## src/rtl/mem_loader_pkg.sv

```systemverilog
// mem_loader_pkg: shared definitions for the mem_loader slice.
//   state_t         - controller state encoding
//   bytes_per_word  - BPW derivation from the BRAM word width
//   byte_idx_bits   - width of the per-word byte index counter
package mem_loader_pkg;

  typedef enum logic [2:0] {
    S_IDLE,
    S_LD_BYTE,
    S_LD_WRITE,
    S_DP_ADDR,
    S_DP_WAIT,
    S_DP_SEND,
    S_DONE
  } state_t;

  function automatic int unsigned bytes_per_word(input int unsigned data_bits);
    return data_bits / 8;
  endfunction

  // A single-byte word still needs a 1-bit index so the counter is never zero width.
  function automatic int unsigned byte_idx_bits(input int unsigned bpw);
    return (bpw > 1) ? $clog2(bpw) : 1;
  endfunction

endpackage

```

## src/rtl/mem_loader_if.sv

```systemverilog
// mem_loader_if: bundles every non-clock/reset signal of mem_loader.
//   i_start_load/i_start_dump/i_count      transaction control
//   i_byte_valid/i_byte/o_byte_ready       inbound byte stream (LOAD)
//   o_byte_valid/o_byte/i_byte_ready       outbound byte stream (DUMP)
//   o_mem_we/o_mem_addr/o_mem_data         BRAM write port
//   i_mem_data                             BRAM read data
//   o_busy/o_done/o_checksum               status
// Modports: slave = the loader itself, master = the surrounding system.
interface mem_loader_if #(
  parameter int unsigned ADDRESS_BITS = 8,
  parameter int unsigned DATA_BITS    = 32
) ();

  logic                    i_start_load;
  logic                    i_start_dump;
  logic [ADDRESS_BITS:0]   i_count;

  logic                    i_byte_valid;
  logic [7:0]              i_byte;
  logic                    o_byte_ready;

  logic                    o_byte_valid;
  logic [7:0]              o_byte;
  logic                    i_byte_ready;

  logic                    o_mem_we;
  logic [ADDRESS_BITS-1:0] o_mem_addr;
  logic [DATA_BITS-1:0]    o_mem_data;
  logic [DATA_BITS-1:0]    i_mem_data;

  logic                    o_busy;
  logic                    o_done;
  logic [DATA_BITS-1:0]    o_checksum;

  modport slave (
    input  i_start_load, i_start_dump, i_count,
    input  i_byte_valid, i_byte, i_byte_ready, i_mem_data,
    output o_byte_ready, o_byte_valid, o_byte,
    output o_mem_we, o_mem_addr, o_mem_data,
    output o_busy, o_done, o_checksum
  );

  modport master (
    output i_start_load, i_start_dump, i_count,
    output i_byte_valid, i_byte, i_byte_ready, i_mem_data,
    input  o_byte_ready, o_byte_valid, o_byte,
    input  o_mem_we, o_mem_addr, o_mem_data,
    input  o_busy, o_done, o_checksum
  );

endinterface

```

## src/rtl/mem_loader_shreg.sv

```systemverilog
// mem_loader_shreg: DATA_BITS-wide byte shift register shared by LOAD and DUMP.
//   load/load_data      parallel load (DUMP capture of BRAM read data)
//   shift_in/byte_in    shift left one byte, new byte enters the LSB end
//   shift_out           shift left one byte, zero enters the LSB end
//   word_shifted_in     value the register would hold after a shift_in
//   msb_byte            current most significant byte
// Priority: load > shift_in > shift_out.
module mem_loader_shreg #(
  parameter int unsigned DATA_BITS = 32
) (
  input  logic                 clk,
  input  logic                 rst_n,
  input  logic                 load,
  input  logic [DATA_BITS-1:0] load_data,
  input  logic                 shift_in,
  input  logic [7:0]           byte_in,
  input  logic                 shift_out,
  output logic [DATA_BITS-1:0] word_shifted_in,
  output logic [7:0]           msb_byte
);

  logic [DATA_BITS-1:0] word;
  logic [DATA_BITS-1:0] word_shifted_out;

  if (DATA_BITS > 8) begin : g_multi
    assign word_shifted_in  = {word[DATA_BITS-9:0], byte_in};
    assign word_shifted_out = {word[DATA_BITS-9:0], 8'h00};
  end else begin : g_single
    assign word_shifted_in  = byte_in;
    assign word_shifted_out = '0;
  end

  assign msb_byte = word[DATA_BITS-1 -: 8];

  always_ff @(posedge clk or negedge rst_n) begin
    if (!rst_n) begin
      word <= '0;
    end else if (load) begin
      word <= load_data;
    end else if (shift_in) begin
      word <= word_shifted_in;
    end else if (shift_out) begin
      word <= word_shifted_out;
    end
  end

endmodule

```

## src/rtl/mem_loader.sv

```systemverilog
// mem_loader: moves whole BRAM words to/from a byte stream.
//   LOAD: bytes arrive MSB-first on i_byte, each assembled word is written
//         to consecutive addresses starting at 0.
//   DUMP: words are read from consecutive addresses starting at 0 and sent
//         MSB-first on o_byte with valid/ready flow control.
// Ports: clk, rst_n (async, active-low) and bus (mem_loader_if.slave).
// Parameters: ADDRESS_BITS (BRAM address width), DATA_BITS (word width, multiple of 8).
// Optional feature: define MEM_LOADER_CHECKSUM_EN to XOR-accumulate every
// transferred word into o_checksum; otherwise o_checksum is tied to 0.
module mem_loader
  import mem_loader_pkg::*;
#(
  parameter int unsigned ADDRESS_BITS = 8,
  parameter int unsigned DATA_BITS    = 32
) (
  input  logic        clk,
  input  logic        rst_n,
  mem_loader_if.slave bus
);

  localparam int unsigned BPW   = bytes_per_word(DATA_BITS);
  localparam int unsigned IDX_W = byte_idx_bits(BPW);
  localparam logic [IDX_W-1:0] LAST_IDX = IDX_W'(BPW - 1);

  state_t                state;
  logic [ADDRESS_BITS:0] cnt;
  logic [ADDRESS_BITS:0] total;
  logic [ADDRESS_BITS:0] cnt_inc;
  logic                  more_words;
  logic [IDX_W-1:0]      byte_idx;

  logic                  ld_fire;
  logic                  dp_fire;
  logic                  sh_load;
  logic [DATA_BITS-1:0]  word_in;
  logic [7:0]            msb_byte;

  // Counter is one bit wider than the address so a count of 2^ADDRESS_BITS
  // terminates instead of wrapping back to address 0.
  assign cnt_inc    = cnt + 1'b1;
  assign more_words = (cnt_inc < total);

  assign ld_fire = (state == S_LD_BYTE) && bus.i_byte_valid && bus.o_byte_ready;
  assign dp_fire = (state == S_DP_SEND) && bus.o_byte_valid && bus.i_byte_ready;
  assign sh_load = (state == S_DP_WAIT);

  mem_loader_shreg #(
    .DATA_BITS(DATA_BITS)
  ) u_shreg (
    .clk             (clk),
    .rst_n           (rst_n),
    .load            (sh_load),
    .load_data       (bus.i_mem_data),
    .shift_in        (ld_fire),
    .byte_in         (bus.i_byte),
    .shift_out       (dp_fire),
    .word_shifted_in (word_in),
    .msb_byte        (msb_byte)
  );

  // The outbound byte is the top of the shift register, so it only moves
  // when a byte is accepted and is naturally held while i_byte_ready is low.
  assign bus.o_byte = msb_byte;

`ifdef MEM_LOADER_CHECKSUM_EN
  logic [DATA_BITS-1:0] checksum_q;
  assign bus.o_checksum = checksum_q;
`else
  assign bus.o_checksum = '0;
`endif

  always_ff @(posedge clk or negedge rst_n) begin
    if (!rst_n) begin
      state            <= S_IDLE;
      cnt              <= '0;
      total            <= '0;
      byte_idx         <= '0;
      bus.o_byte_ready <= 1'b0;
      bus.o_byte_valid <= 1'b0;
      bus.o_mem_we     <= 1'b0;
      bus.o_mem_addr   <= '0;
      bus.o_mem_data   <= '0;
      bus.o_busy       <= 1'b0;
      bus.o_done       <= 1'b0;
`ifdef MEM_LOADER_CHECKSUM_EN
      checksum_q       <= '0;
`endif
    end else begin
      bus.o_done   <= 1'b0;
      bus.o_mem_we <= 1'b0;

      case (state)
        S_IDLE: begin
          if (bus.i_start_load || bus.i_start_dump) begin
            cnt      <= '0;
            total    <= bus.i_count;
            byte_idx <= '0;
`ifdef MEM_LOADER_CHECKSUM_EN
            checksum_q <= '0;
`endif
            if (bus.i_count == '0) begin
              state      <= S_DONE;
              bus.o_done <= 1'b1;
            end else if (bus.i_start_load) begin
              state            <= S_LD_BYTE;
              bus.o_byte_ready <= 1'b1;
              bus.o_busy       <= 1'b1;
            end else begin
              state          <= S_DP_ADDR;
              bus.o_mem_addr <= '0;
              bus.o_busy     <= 1'b1;
            end
          end
        end

        S_LD_BYTE: begin
          if (ld_fire) begin
            if (byte_idx == LAST_IDX) begin
              // Write port is set up from the word including this last byte,
              // so the write happens in the very next cycle.
              byte_idx         <= '0;
              state            <= S_LD_WRITE;
              bus.o_byte_ready <= 1'b0;
              bus.o_mem_we     <= 1'b1;
              bus.o_mem_addr   <= cnt[ADDRESS_BITS-1:0];
              bus.o_mem_data   <= word_in;
            end else begin
              byte_idx <= byte_idx + 1'b1;
            end
          end
        end

        S_LD_WRITE: begin
          cnt <= cnt_inc;
`ifdef MEM_LOADER_CHECKSUM_EN
          checksum_q <= checksum_q ^ bus.o_mem_data;
`endif
          if (more_words) begin
            state            <= S_LD_BYTE;
            bus.o_byte_ready <= 1'b1;
          end else begin
            state      <= S_DONE;
            bus.o_busy <= 1'b0;
            bus.o_done <= 1'b1;
          end
        end

        S_DP_ADDR: begin
          state <= S_DP_WAIT;
        end

        S_DP_WAIT: begin
          state            <= S_DP_SEND;
          bus.o_byte_valid <= 1'b1;
          byte_idx         <= '0;
`ifdef MEM_LOADER_CHECKSUM_EN
          checksum_q <= checksum_q ^ bus.i_mem_data;
`endif
        end

        S_DP_SEND: begin
          if (dp_fire) begin
            if (byte_idx == LAST_IDX) begin
              byte_idx         <= '0;
              bus.o_byte_valid <= 1'b0;
              cnt              <= cnt_inc;
              if (more_words) begin
                state          <= S_DP_ADDR;
                bus.o_mem_addr <= cnt_inc[ADDRESS_BITS-1:0];
              end else begin
                state      <= S_DONE;
                bus.o_busy <= 1'b0;
                bus.o_done <= 1'b1;
              end
            end else begin
              byte_idx <= byte_idx + 1'b1;
            end
          end
        end

        S_DONE: begin
          state <= S_IDLE;
        end

        default: begin
          state      <= S_IDLE;
          bus.o_busy <= 1'b0;
        end
      endcase
    end
  end

endmodule

```

## src/flat_wrapper.sv

```systemverilog
// flat-port wrapper written by rule: the top's interface ports become plain ports
module mem_loader_flat import mem_loader_pkg::*;
#(
  parameter int unsigned ADDRESS_BITS = 8,
  parameter int unsigned DATA_BITS    = 32
)
  (clk, rst_n, bus_i_start_load, bus_i_start_dump, bus_i_count, bus_i_byte_valid, bus_i_byte, bus_i_byte_ready, bus_i_mem_data, bus_o_byte_ready, bus_o_byte_valid, bus_o_byte, bus_o_mem_we, bus_o_mem_addr, bus_o_mem_data, bus_o_busy, bus_o_done, bus_o_checksum);
  mem_loader_if #(.ADDRESS_BITS(ADDRESS_BITS), .DATA_BITS(DATA_BITS)) bus_i ();
  input  logic clk;
  input  logic rst_n;
  input wire logic [$bits(bus_i.i_start_load)-1:0] bus_i_start_load;
  input wire logic [$bits(bus_i.i_start_dump)-1:0] bus_i_start_dump;
  input wire logic [$bits(bus_i.i_count)-1:0] bus_i_count;
  input wire logic [$bits(bus_i.i_byte_valid)-1:0] bus_i_byte_valid;
  input wire logic [$bits(bus_i.i_byte)-1:0] bus_i_byte;
  input wire logic [$bits(bus_i.i_byte_ready)-1:0] bus_i_byte_ready;
  input wire logic [$bits(bus_i.i_mem_data)-1:0] bus_i_mem_data;
  output wire logic [$bits(bus_i.o_byte_ready)-1:0] bus_o_byte_ready;
  output wire logic [$bits(bus_i.o_byte_valid)-1:0] bus_o_byte_valid;
  output wire logic [$bits(bus_i.o_byte)-1:0] bus_o_byte;
  output wire logic [$bits(bus_i.o_mem_we)-1:0] bus_o_mem_we;
  output wire logic [$bits(bus_i.o_mem_addr)-1:0] bus_o_mem_addr;
  output wire logic [$bits(bus_i.o_mem_data)-1:0] bus_o_mem_data;
  output wire logic [$bits(bus_i.o_busy)-1:0] bus_o_busy;
  output wire logic [$bits(bus_i.o_done)-1:0] bus_o_done;
  output wire logic [$bits(bus_i.o_checksum)-1:0] bus_o_checksum;
  assign bus_i.i_start_load = bus_i_start_load;
  assign bus_i.i_start_dump = bus_i_start_dump;
  assign bus_i.i_count = bus_i_count;
  assign bus_i.i_byte_valid = bus_i_byte_valid;
  assign bus_i.i_byte = bus_i_byte;
  assign bus_i.i_byte_ready = bus_i_byte_ready;
  assign bus_i.i_mem_data = bus_i_mem_data;
  assign bus_o_byte_ready = bus_i.o_byte_ready;
  assign bus_o_byte_valid = bus_i.o_byte_valid;
  assign bus_o_byte = bus_i.o_byte;
  assign bus_o_mem_we = bus_i.o_mem_we;
  assign bus_o_mem_addr = bus_i.o_mem_addr;
  assign bus_o_mem_data = bus_i.o_mem_data;
  assign bus_o_busy = bus_i.o_busy;
  assign bus_o_done = bus_i.o_done;
  assign bus_o_checksum = bus_i.o_checksum;
  mem_loader #(.ADDRESS_BITS(ADDRESS_BITS), .DATA_BITS(DATA_BITS)) u_core (.clk(clk), .rst_n(rst_n), .bus(bus_i));
endmodule
```

## config.mk

```make
export PLATFORM = sky130hd
export DESIGN_NAME = mem_loader_flat
export DESIGN_NICKNAME = d
export VERILOG_FILES = /design/src/rtl/mem_loader_pkg.sv /design/src/rtl/mem_loader_if.sv /design/src/rtl/mem_loader_shreg.sv /design/src/rtl/mem_loader.sv /design/src/flat_wrapper.sv
export SDC_FILE = /design/constraint.sdc
export NUM_CORES = 1
export LEC_CHECK = 0
export CAP_MARGIN = 10
export CORE_ASPECT_RATIO = 0.75
export CORE_UTILIZATION = 40
export CTS_CLUSTER_DIAMETER = 30
export DETAILED_ROUTE_END_ITERATION = 7
export PLACE_DENSITY = 0.8
export SETUP_SLACK_MARGIN = 0.3
export SYNTH_ARGS = -nofsm -noshare
export SYNTH_HDL_FRONTEND = slang
export SYNTH_SLANG_ARGS = --single-unit
```

## constraint.sdc

```tcl
create_clock -name clk -period 4.3 [get_ports clk]
set_input_delay 0.86 -clock clk [delete_from_list [all_inputs] [get_ports clk]]
set_output_delay 0.86 -clock clk [all_outputs]
set_load 0.02 [all_outputs]
```

==> metrics.cfg, run 1 <==
[finish]
finalNetCount = 630
area_growth_pct = 26.4
antennaDiodeCount = 0
n_fill_cell = 1109
drive_gt1_frac = 0.128
post-route-util = 0.523
multiInputGateArea_mm2 = 0.00223
regArea_mm2 = 0.00250

[synthesis]
synthTopCellsByArea = dfrtp_1, mux2_2, buf_4, mux2i_1, o21ai_0
avgSynthCellArea_um2 = 10.7
ys.flop_type = dfrtp_1
synth-adder-area-share = 0.0245
synth_xor_area_frac = 0.0223
synth_largest_area_cell = dfrtp_1
synth_top_family_by_area = multiplexers
synth_warnings = 0
synth-edff-count = 0
synthCells = 477
yosysSeqAreaShare = 0.490
synthMuxAreaShare = 0.145
yosysTopAreaCellShare = 0.490
synth_area_mm2 = 0.00511
synth_compound_area_frac = 0.120
synthArstFlopShare = 1.00
ys_ff_latch = 100
synth-simple-area-share = 0.100
yosysUniqueCellTypes = 55

[timing]
finalMaxSlewViolations = 0
tightest_slew_ns = 0.943
layout_min_cycle_time_ns = 3.61
fin_crit_sh = 0.839
fmax_ghz = 0.277
finClkSkew_ns = 0.00526
rsz0062_at_grt = false
slew_headroom = 0.371
hold_viol_final = 0
finalSetupTns_ns = 0
setup_viol = 0

[clocking]
cts_num_sinks = 100
cts_tree = yes
cts_root_buf = clkbuf_16
cts_htree_levels = 3
cts.clk_slew.worst_paths_ns = 0.07
clock_latency_ns = 0.34
post_cts_resized = 0
holdBufCountCts = 0
post_cts_buffers = 0
clockBufferDepth = 2
cts_made_buffers = 9

[routing]
num_vias = 3835
drtAntennaViolNets = 0
wl_per_cell_um = 16.4
drt-total-wl_um = 12100
routed_via_density = 5.21
first_pass_iters = 7
drt_iter0_drc = 245
drc = 0

[place]
place_congestion = 0.900
portBuffers = 107
hpwl_um = 8660

[grt]
grt_pass1_vias = 3849
overflow = 0
grt_max_degree = 74
grt_pass1_wl_um = 19700
antenna_found_initial = 0
track_usage = 0.189

[worst_setup_path]
required_ns = 4.52
endpoint_kind = flip-flop
worstPathArrival_ns = 3.83
critPathKind = reg -> reg
crit_path_start_kind = flip-flop
crit_fanout = 7

[power]
ir_worst_vdd_v = 0.000386
p_clk_frac = 0.229
p_int_uw = 2520
p_sw_frac = 0.372
power_frac_seq = 0.378
power.density_mw_per_mm2 = 622
p_switching_uw = 1500
power_leakage_uw = 0.00290
power.total_uw = 4020
p_comb_frac = 0.392

[run]
drv_cap = 0

[floorplanning]
die_w_um = 133
start_util = 0.414
placementRows = 35
die_area_mm2 = 0.0132
ios = 140
core-area_mm2 = 0.0123
die_h_um = 99.9

[worst_hold_path]
hold_class = reg -> reg

[run_status]
outcome = finished, final reports clean

-- state kept, by name, summed over array words and instances (netlist names) --
signal,cells
u_core.bus.o_mem_data,32
u_core.state,3
u_core.total,9
u_core.u_shreg.word,32
u_core.bus.o_busy,1
u_core.byte_idx,2
u_core.bus.o_mem_addr,8
u_core.bus.o_done,1
u_core.bus.o_byte_valid,1
u_core.bus.o_mem_we,1
u_core.cnt,9
u_core.bus.o_byte_ready,1
-- power by group through the flow --
stage,logic (uW),clock network (uW),registers [uW]
after global placement,1520,0,1510
after global routing,1720,981,1560
after detailed placement,1570,0,1530
final,1580,921,1520
after CTS,1580,943,1520
after floorplan,982,0,1550
-- final timing paths --
kind                                                           from                              endpoint  slack (ns)  cells past startpoint
min in group asynchronous                                     rst_n  u_core.bus.o_mem_addr[5]$_DFFE_PN0P_        0.65                      1
worst min register to register  u_core.u_shreg.word[28]$_DFFE_PN0P_   u_core.u_shreg.word[28]$_DFFE_PN0P_        0.49                      2
worst max register to register            u_core.cnt[0]$_DFFE_PN0P_  u_core.bus.o_mem_addr[5]$_DFFE_PN0P_        0.69                     11
worst max-delay path                      u_core.cnt[0]$_DFFE_PN0P_  u_core.bus.o_mem_addr[5]$_DFFE_PN0P_        0.69                     11
max in group asynchronous                                     rst_n  u_core.bus.o_mem_data[9]$_DFFE_PN0P_        2.69                      2
worst min-delay path            u_core.u_shreg.word[28]$_DFFE_PN0P_   u_core.u_shreg.word[28]$_DFFE_PN0P_        0.49                      2
-- layout by cell type, fill, tap and decap left out, types with 2 or more instances in the layout --
master           instances
clkdlybuf4s50_1        106
dfrtp_1                100
nand2_1                 50
o21ai_0                 47
mux2_2                  42
conb_1                  32
mux2i_1                 27
inv_1                   22
nor2_1                  17
nand3_1                 10
ha_1                    10
clkbuf_16                9
a222oi_1                 8
xor2_1                   7
a21oi_1                  7
xnor2_1                  6
buf_4                    5
nor3_1                   4
a21o_1                   4
nor4_1                   3
a31oi_1                  3
o31ai_1                  3
a22o_1                   3
bufinv_16                3
and3_1                   2
and3_2                   2
a311oi_1                 2
o22ai_1                  2
a311o_2                  2
nor2b_1                  2
nand4_1                  2
-- critical path, cell delays in order, from the launching register on --
cell     delay, ns
dfrtp_1       0.46
ha_1          0.28
and3_1        0.30
and3_1        0.27
nand3_1       0.11
xnor2_1       0.23
ha_1          0.29
and4_1        0.23
nor3b_1       0.16
a311o_2       0.47
a31oi_4       0.32
mux2_2        0.38
-- stage by stage --
step / instances / worst slack, ns / hold WS [ns] / instance area [um^2]
detailed placement: 720 / 0.741 / 0.477 / 6120
global placement: 720 / 0.914 / 0.461 / 6120
floorplan: 508 / 1.01 / 0.451 / 5230
finish: 736 / 0.692 / 0.486 / 6460
CTS: 736 / 0.713 / 0.492 / 6460
global route: 736 / 0.499 / 0.519 / 6460
-- area by class of cell --
type                    count  area share
well taps                 166      0.0321
inverters                  22      0.0128
multi-input cells         321       0.345
clock buffers              10      0.0354
clock inverters             6      0.0172
repair buffers            111       0.170
flip-flops and latches    100       0.387
-- cells by family after synthesis --
| group | count (synthesis) |
|---|---|
| multiplexers | 69 |
| AO/OA/AOI/OAI | 93 |
| buffers and inverters | 87 |
| other | 1 |
| flip-flops | 100 |
| XOR/XNOR | 13 |
| adder cells (fa/ha/maj) | 10 |
| AND/OR/NAND/NOR | 104 |
-- layer usage --
metal	vias to the layer above	share of wire	global-route usage	wire (um)
met2	161	0.46	0.304	5560
met4	0	0.011	0.0460	136
li1	1786	-	-	-
met3	10	0.066	0.0475	802
met1	1878	0.46	0.258	5570
met5	-	0	0	0
-- synthesized netlist by cell type (all sizes together) (2+ instances only) --
master  count
nand3b      2
o21ai      48
clkbuf     13
nor4        4
nand4       2
nand3      10
o31ai       3
a311oi      2
xor2        7
nor3        5
nor2       18
a31oi       4
dfrtp     100
mux2       42
nand2      50
or3         2
nor2b       2
a22o        3
a222oi      8
buf        52
a21oi       7
inv        22
mux2i      27
a311o       3
ha         10
and3        4
a21o        4
xnor2       6
o22ai       2
Power figures use the tool's default switching activity.
==> run 2: changes to the inputs <==
clock period = 3.75 ns   (was 4.3 ns; I/O delays follow)
==> run 2 against run 1 <==
Clock-buffer cell count increased by 1. Die area unchanged. Sequential cell count unchanged. Sequential power increased by 14%. Worst setup slack got worse by 0.24 ns. Largest power group unchanged.
==> metrics.cfg, run 2 (synthesis gave the netlist of run 1 again) <==
[power]
ir_worst_vdd_v = 0.000456  ; +18%
power.total_uw = 4530  ; +13%
power_leakage_uw = 0.00292  ; +0.70%
power.density_mw_per_mm2 = 695  ; +12%

[routing]
drtAntennaViolNets = 0  ; unchanged
drt_iter0_drc = 188  ; -23%
first_pass_iters = 5  ; -2
wl_per_cell_um = 15.8  ; -3.6%
routed_via_density = 5.13  ; -1.6%
num_vias = 3795  ; -1.0%
drc = 0  ; unchanged
drt-total-wl_um = 11700  ; -3.0%

[floorplanning]
placementRows = 35  ; unchanged
die_h_um = 99.9  ; unchanged
start_util = 0.414  ; unchanged
core-area_mm2 = 0.0123  ; unchanged
ios = 140  ; unchanged
die_area_mm2 = 0.0132  ; unchanged
die_w_um = 133  ; unchanged

[run]
drv_cap = 0  ; unchanged

[clocking]
clockBufferDepth = 2  ; unchanged
holdBufCountCts = 0  ; unchanged
clock_latency_ns = 0.33  ; about the same
cts_htree_levels = 3  ; unchanged
cts_num_sinks = 100  ; unchanged
cts.clk_slew.worst_paths_ns = 0.07  ; about the same
cts_made_buffers = 9  ; unchanged
cts_tree = yes
cts_root_buf = clkbuf_16

[timing]
fmax_ghz = 0.303  ; +9.3%
finClkSkew_ns = 0.00678  ; +0.00152 ns
rsz0062_at_grt = false
finalSetupTns_ns = 0  ; unchanged
layout_min_cycle_time_ns = 3.30  ; -0.307 ns
tightest_slew_ns = 0.910  ; -0.0334 ns
hold_ws_ns = 0.390  ; -0.0959 ns
finalMaxSlewViolations = 0  ; unchanged
slew_headroom = 0.394  ; +0.0223
fin_crit_sh = 0.880  ; +0.0411
hold_viol_final = 0  ; unchanged
setup_viol = 0  ; unchanged

[worst_setup_path]
endpoint_kind = flip-flop
required_ns = 3.96  ; -0.56 ns
r2r_cells = 11  ; unchanged
crit_path_start_kind = flip-flop
critPathKind = reg -> reg
reg2reg_slack_ns = 0.45  ; -0.24 ns
worstPathArrival_ns = 3.51  ; -0.32 ns
crit_fanout = 7  ; unchanged

[place]
hpwl_um = 8410  ; -2.8%
portBuffers = 107  ; unchanged
place_congestion = 0.858  ; -4.7%

[finish]
finalNetCount = 634  ; +0.63%
drive_gt1_frac = 0.143  ; +0.0148
reg_top3 = u_core.bus.o_mem_data: 32 flops, u_core.u_shreg.word: 32 flops
area_growth_pct = 27.5
antennaDiodeCount = 0  ; unchanged
final_common_cell = clkdlybuf4s50_1
final_cell_mix = clkdlybuf4s50_1, dfrtp_1, nand2_1
n_fill_cell = 1094  ; -1.4%

[grt]
track_usage = 0.182  ; -0.00684
grt_pass1_wl_um = 19100  ; -3.3%
overflow = 0  ; unchanged
grt_max_degree = 87  ; +18%
antenna_found_initial = 0  ; unchanged
grt_pass1_vias = 3640  ; -5.4%

[run_status]
outcome = finished, final reports clean

[worst_hold_path]
hold_class = in -> async

run 2: power breakdown:
part	internal, uW	switching [uW]
clock	606	391
sequential	1420	305
combinational	821	979
total	2850	1680
run 2: worst paths after layout:
kind / end / start
worst max register to register: u_core.bus.o_mem_addr[2]$_DFFE_PN0P_ / u_core.cnt[1]$_DFFE_PN0P_
worst max-delay path: u_core.bus.o_mem_addr[2]$_DFFE_PN0P_ / u_core.cnt[1]$_DFFE_PN0P_
worst min-delay path: u_core.bus.o_mem_addr[4]$_DFFE_PN0P_ / rst_n
worst min register to register: u_core.u_shreg.word[30]$_DFFE_PN0P_ / u_core.u_shreg.word[30]$_DFFE_PN0P_
max in group asynchronous: u_core.u_shreg.word[11]$_DFFE_PN0P_ / rst_n
min in group clk: u_core.u_shreg.word[30]$_DFFE_PN0P_ / u_core.u_shreg.word[30]$_DFFE_PN0P_
run 2: what timing repair did:
action,CTS,global route
pin swaps,1,2
setup endpoints to repair,7,8
buffers inserted,0,3
resized for setup,4,1
run 2: metrics by stage:
step           std cells  worst slack (ns)   util  cell area (um^2)
2_1_floorplan        508             0.461      -              5230
3_3_place_gp         720             0.359  0.496              6120
3_5_place_dp         720             0.187  0.496              6120
4_1_cts              736             0.328  0.523              6460
5_1_grt              740             0.354  0.528              6520
6_report             740             0.449  0.528              6520
run 2: routing by layer:
layer / GRT usage / vias up / wire (um)
met5: 0 / - / 0
li1: - / 1794 / -
met3: 0.0394 / 11 / 689
met4: 0.0486 / 0 / 128
met2: 0.286 / 129 / 5470
met1: 0.256 / 1861 / 5420
run 2: cell type report:
type,count,area [um^2],area share
Tap cell,166,208,0.0319
Multi-Input combinational cell,321,2250,0.345
Inverter,22,82.6,0.0127
Timing Repair Buffer,115,1150,0.176
Clock buffer,11,243,0.0373
Clock inverter,5,83.8,0.0129
Sequential cell,100,2500,0.384
run 2: critical path: stages (launching register included):
cell	delay (ns)
dfrtp_1	0.39
ha_2	0.24
and3_2	0.27
and3_4	0.23
nand3_1	0.12
xnor2_2	0.16
ha_1	0.33
and4_1	0.23
nor3b_1	0.16
a311o_2	0.39
a31oi_4	0.30
mux2_2	0.38
==> run 3: changes to the inputs <==
CORE_MARGIN = 1.5   (was default)
==> run 3 against run 2 <==
Sequential share of layout area grew 0.099 points. Worst hold slack gained 0.095 ns. First-iteration DRC count grew 26%. Critical path type unchanged.
==> metrics.cfg, run 3 (synthesis gave the netlist of run 1 again) <==
[power]
power_leakage_uw = 0.00292  ; -0.20%
power.density_mw_per_mm2 = 685  ; -1.4%
ir_worst_vdd_v = 0.000366  ; -20%

[routing]
drt-total-wl_um = 12000  ; +2.5%
routed_via_density = 5.04  ; -1.6%
first_pass_iters = 6  ; +1
drtAntennaViolNets = 0  ; unchanged
wl_per_cell_um = 16.2  ; +2.2%
num_vias = 3743  ; -1.4%
drt_iter0_drc = 237  ; +26%
drc = 0  ; unchanged

[floorplanning]
die_area_mm2 = 0.0135  ; +1.8%
die_h_um = 101  ; +1.0%
placementRows = 35  ; unchanged
start_util = 0.412  ; -0.00146
die_w_um = 134  ; +0.75%
core-area_mm2 = 0.0124  ; +0.35%
ios = 140  ; unchanged

[clocking]
holdBufCountCts = 0  ; unchanged
clockBufferDepth = 2  ; unchanged
cts_root_buf = clkbuf_16
cts_made_buffers = 9  ; unchanged
cts.clk_slew.worst_paths_ns = 0.07  ; about the same
cts_tree = yes
clock_latency_ns = 0.33  ; about the same
cts_htree_levels = 3  ; unchanged
cts_num_sinks = 100  ; unchanged

[worst_setup_path]
crit_fanout = 7  ; unchanged
r2r_start = u_core.cnt[1]$_DFFE_PN0P_
r2r_cells = 11  ; unchanged
worst_path_largest_cell_delay_ns = 0.44  ; +0.05 ns
crit_path_start_kind = flip-flop
cpMaxStageDelayCell = dfrtp_1
startpoint = u_core.cnt[1]$_DFFE_PN0P_
crit_top_cell = and3_4
crit_chain = ha_4 > and3_4 > and3_4 > nand3_1 > xnor2_2 > ha_1 > and4_1 > nor3b_1 > a311o_2 > a31oi_4 > mux2_2
required_ns = 3.97  ; about the same
critPathKind = reg -> reg
r2r_end = u_core.bus.o_mem_addr[1]$_DFFE_PN0P_
endpoint_kind = flip-flop
reg2reg_slack_ns = 0.44  ; about the same
worstPathArrival_ns = 3.52  ; about the same

[finish]
final_common_cell = clkdlybuf4s50_1
area_growth_pct = 27.1
reg_top3 = u_core.bus.o_mem_data: 32 flops, u_core.u_shreg.word: 32 flops
final_cell_mix = clkdlybuf4s50_1, dfrtp_1, nand2_1
postLayoutCellArea_mm2 = 0.00650  ; -0.31%
n_fill_cell = 1086  ; -0.73%
fin_cells = 742  ; +0.27%
post-route-util = 0.524  ; -0.00348
antennaDiodeCount = 0  ; unchanged
drive_gt1_frac = 0.148  ; +0.00471
finalNetCount = 636  ; +0.32%

[timing]
rsz0062_at_grt = false
fmax_ghz = 0.302  ; -0.16%
layout_min_cycle_time_ns = 3.31  ; +0.00515 ns
hold_ws_ns = 0.485  ; +0.0955 ns
setup_viol = 0  ; unchanged
tightest_slew_ns = 0.952  ; +0.0426 ns
finalMaxSlewViolations = 0  ; unchanged
finClkSkew_ns = 0.00999  ; +0.00322 ns
finalSetupTns_ns = 0  ; unchanged
hold_viol_final = 0  ; unchanged
slew_headroom = 0.365  ; -0.0284
fin_crit_sh = 0.882  ; +0.00137

[place]
placed_area_mm2 = 0.00614  ; +0.37%
place_inst = 723  ; +0.42%
portBuffers = 107  ; unchanged
hpwl_um = 8770  ; +4.2%
place_congestion = 0.878  ; +2.4%

[grt]
grt_pass1_wl_um = 19400  ; +2.0%
grt_pass1_vias = 3792  ; +4.2%
overflow = 0  ; unchanged
antenna_found_initial = 0  ; unchanged
grt_max_degree = 62  ; -29%
track_usage = 0.185  ; +0.00249

[worst_hold_path]
holdPathEnd = u_core.u_shreg.word[28]$_DFFE_PN0P_
hold_class = reg -> reg
hold_depth = 2
min-delay-start = u_core.u_shreg.word[28]$_DFFE_PN0P_

[run]
drv_cap = 0  ; unchanged

[run_status]
outcome = finished, final reports clean

-- run 3: changes by cell type in the layout (fill, tap and decap cells not counted), sizes merged --
cell      previous run  this run
clkinvlp             2         0
clkinv               0         4
buf                  9        11
bufinv               2         0
inv                 23        25
clkbuf              11         9
-- run 3: how the worst max path moves through the flow --
stage	slack [ns]	cells past startpoint	to
2_1_floorplan	0.46	12	u_core.bus.o_mem_addr[1]$_DFFE_PN0P_
3_3_place_gp	0.38	11	u_core.bus.o_mem_addr[3]$_DFFE_PN0P_
3_5_place_dp	0.20	11	u_core.bus.o_mem_addr[7]$_DFFE_PN0P_
4_1_cts	0.33	11	u_core.bus.o_mem_addr[1]$_DFFE_PN0P_
5_1_grt	0.33	11	u_core.bus.o_mem_addr[1]$_DFFE_PN0P_
6_report	0.44	11	u_core.bus.o_mem_addr[1]$_DFFE_PN0P_
-- run 3: where the power goes --
part	internal (uW)	switching, uW
sequential	1420	307
combinational	826	997
clock	469	428
-- run 3: layout make-up --
| class | count | area, um^2 | share of cell area |
|---|---|---|---|
| clock buffers | 9 | 225 | 0.0347 |
| inverters | 22 | 82.6 | 0.0127 |
| multi-input cells | 321 | 2270 | 0.349 |
| clock inverters | 7 | 68.8 | 0.0106 |
| well taps | 166 | 208 | 0.0320 |
| repair buffers | 117 | 1140 | 0.176 |
| flip-flops and latches | 100 | 2500 | 0.385 |
-- run 3: worst max-delay path, delay by kind of cell (launching register included) --
family,cells,cell delay [ns]
muxes,1,0.38
and+or+nand+nor,5,0.94
DFF,1,0.44
AOI/OAI and AO/OA,2,0.73
xor gates and xnor gates,1,0.17
adders and majority gates,2,0.53
-- run 3: timing repair --
| action | CTS | global route |
|---|---|---|
| endpoints found under the setup margin | 7 | 7 |
| setup buffers | 1 | 2 |
| pin swaps | 2 | 2 |
| gates resized for setup | 2 | 5 |
-- run 3: through the flow --
step | total power (uW) | worst slack [ns]
after detailed placement | 3550 | 0.199
after floorplan | 2890 | 0.461
after global routing | 4760 | 0.334
after CTS | 4480 | 0.329
after global placement | 3470 | 0.375
final | 4450 | 0.444
-- run 3: per-layer routing --
layer / global-route usage / share of wire
met5: 0 / 0
met4: 0.0452 / 0.0079
met3: 0.0412 / 0.059
met2: 0.303 / 0.48
met1: 0.251 / 0.46
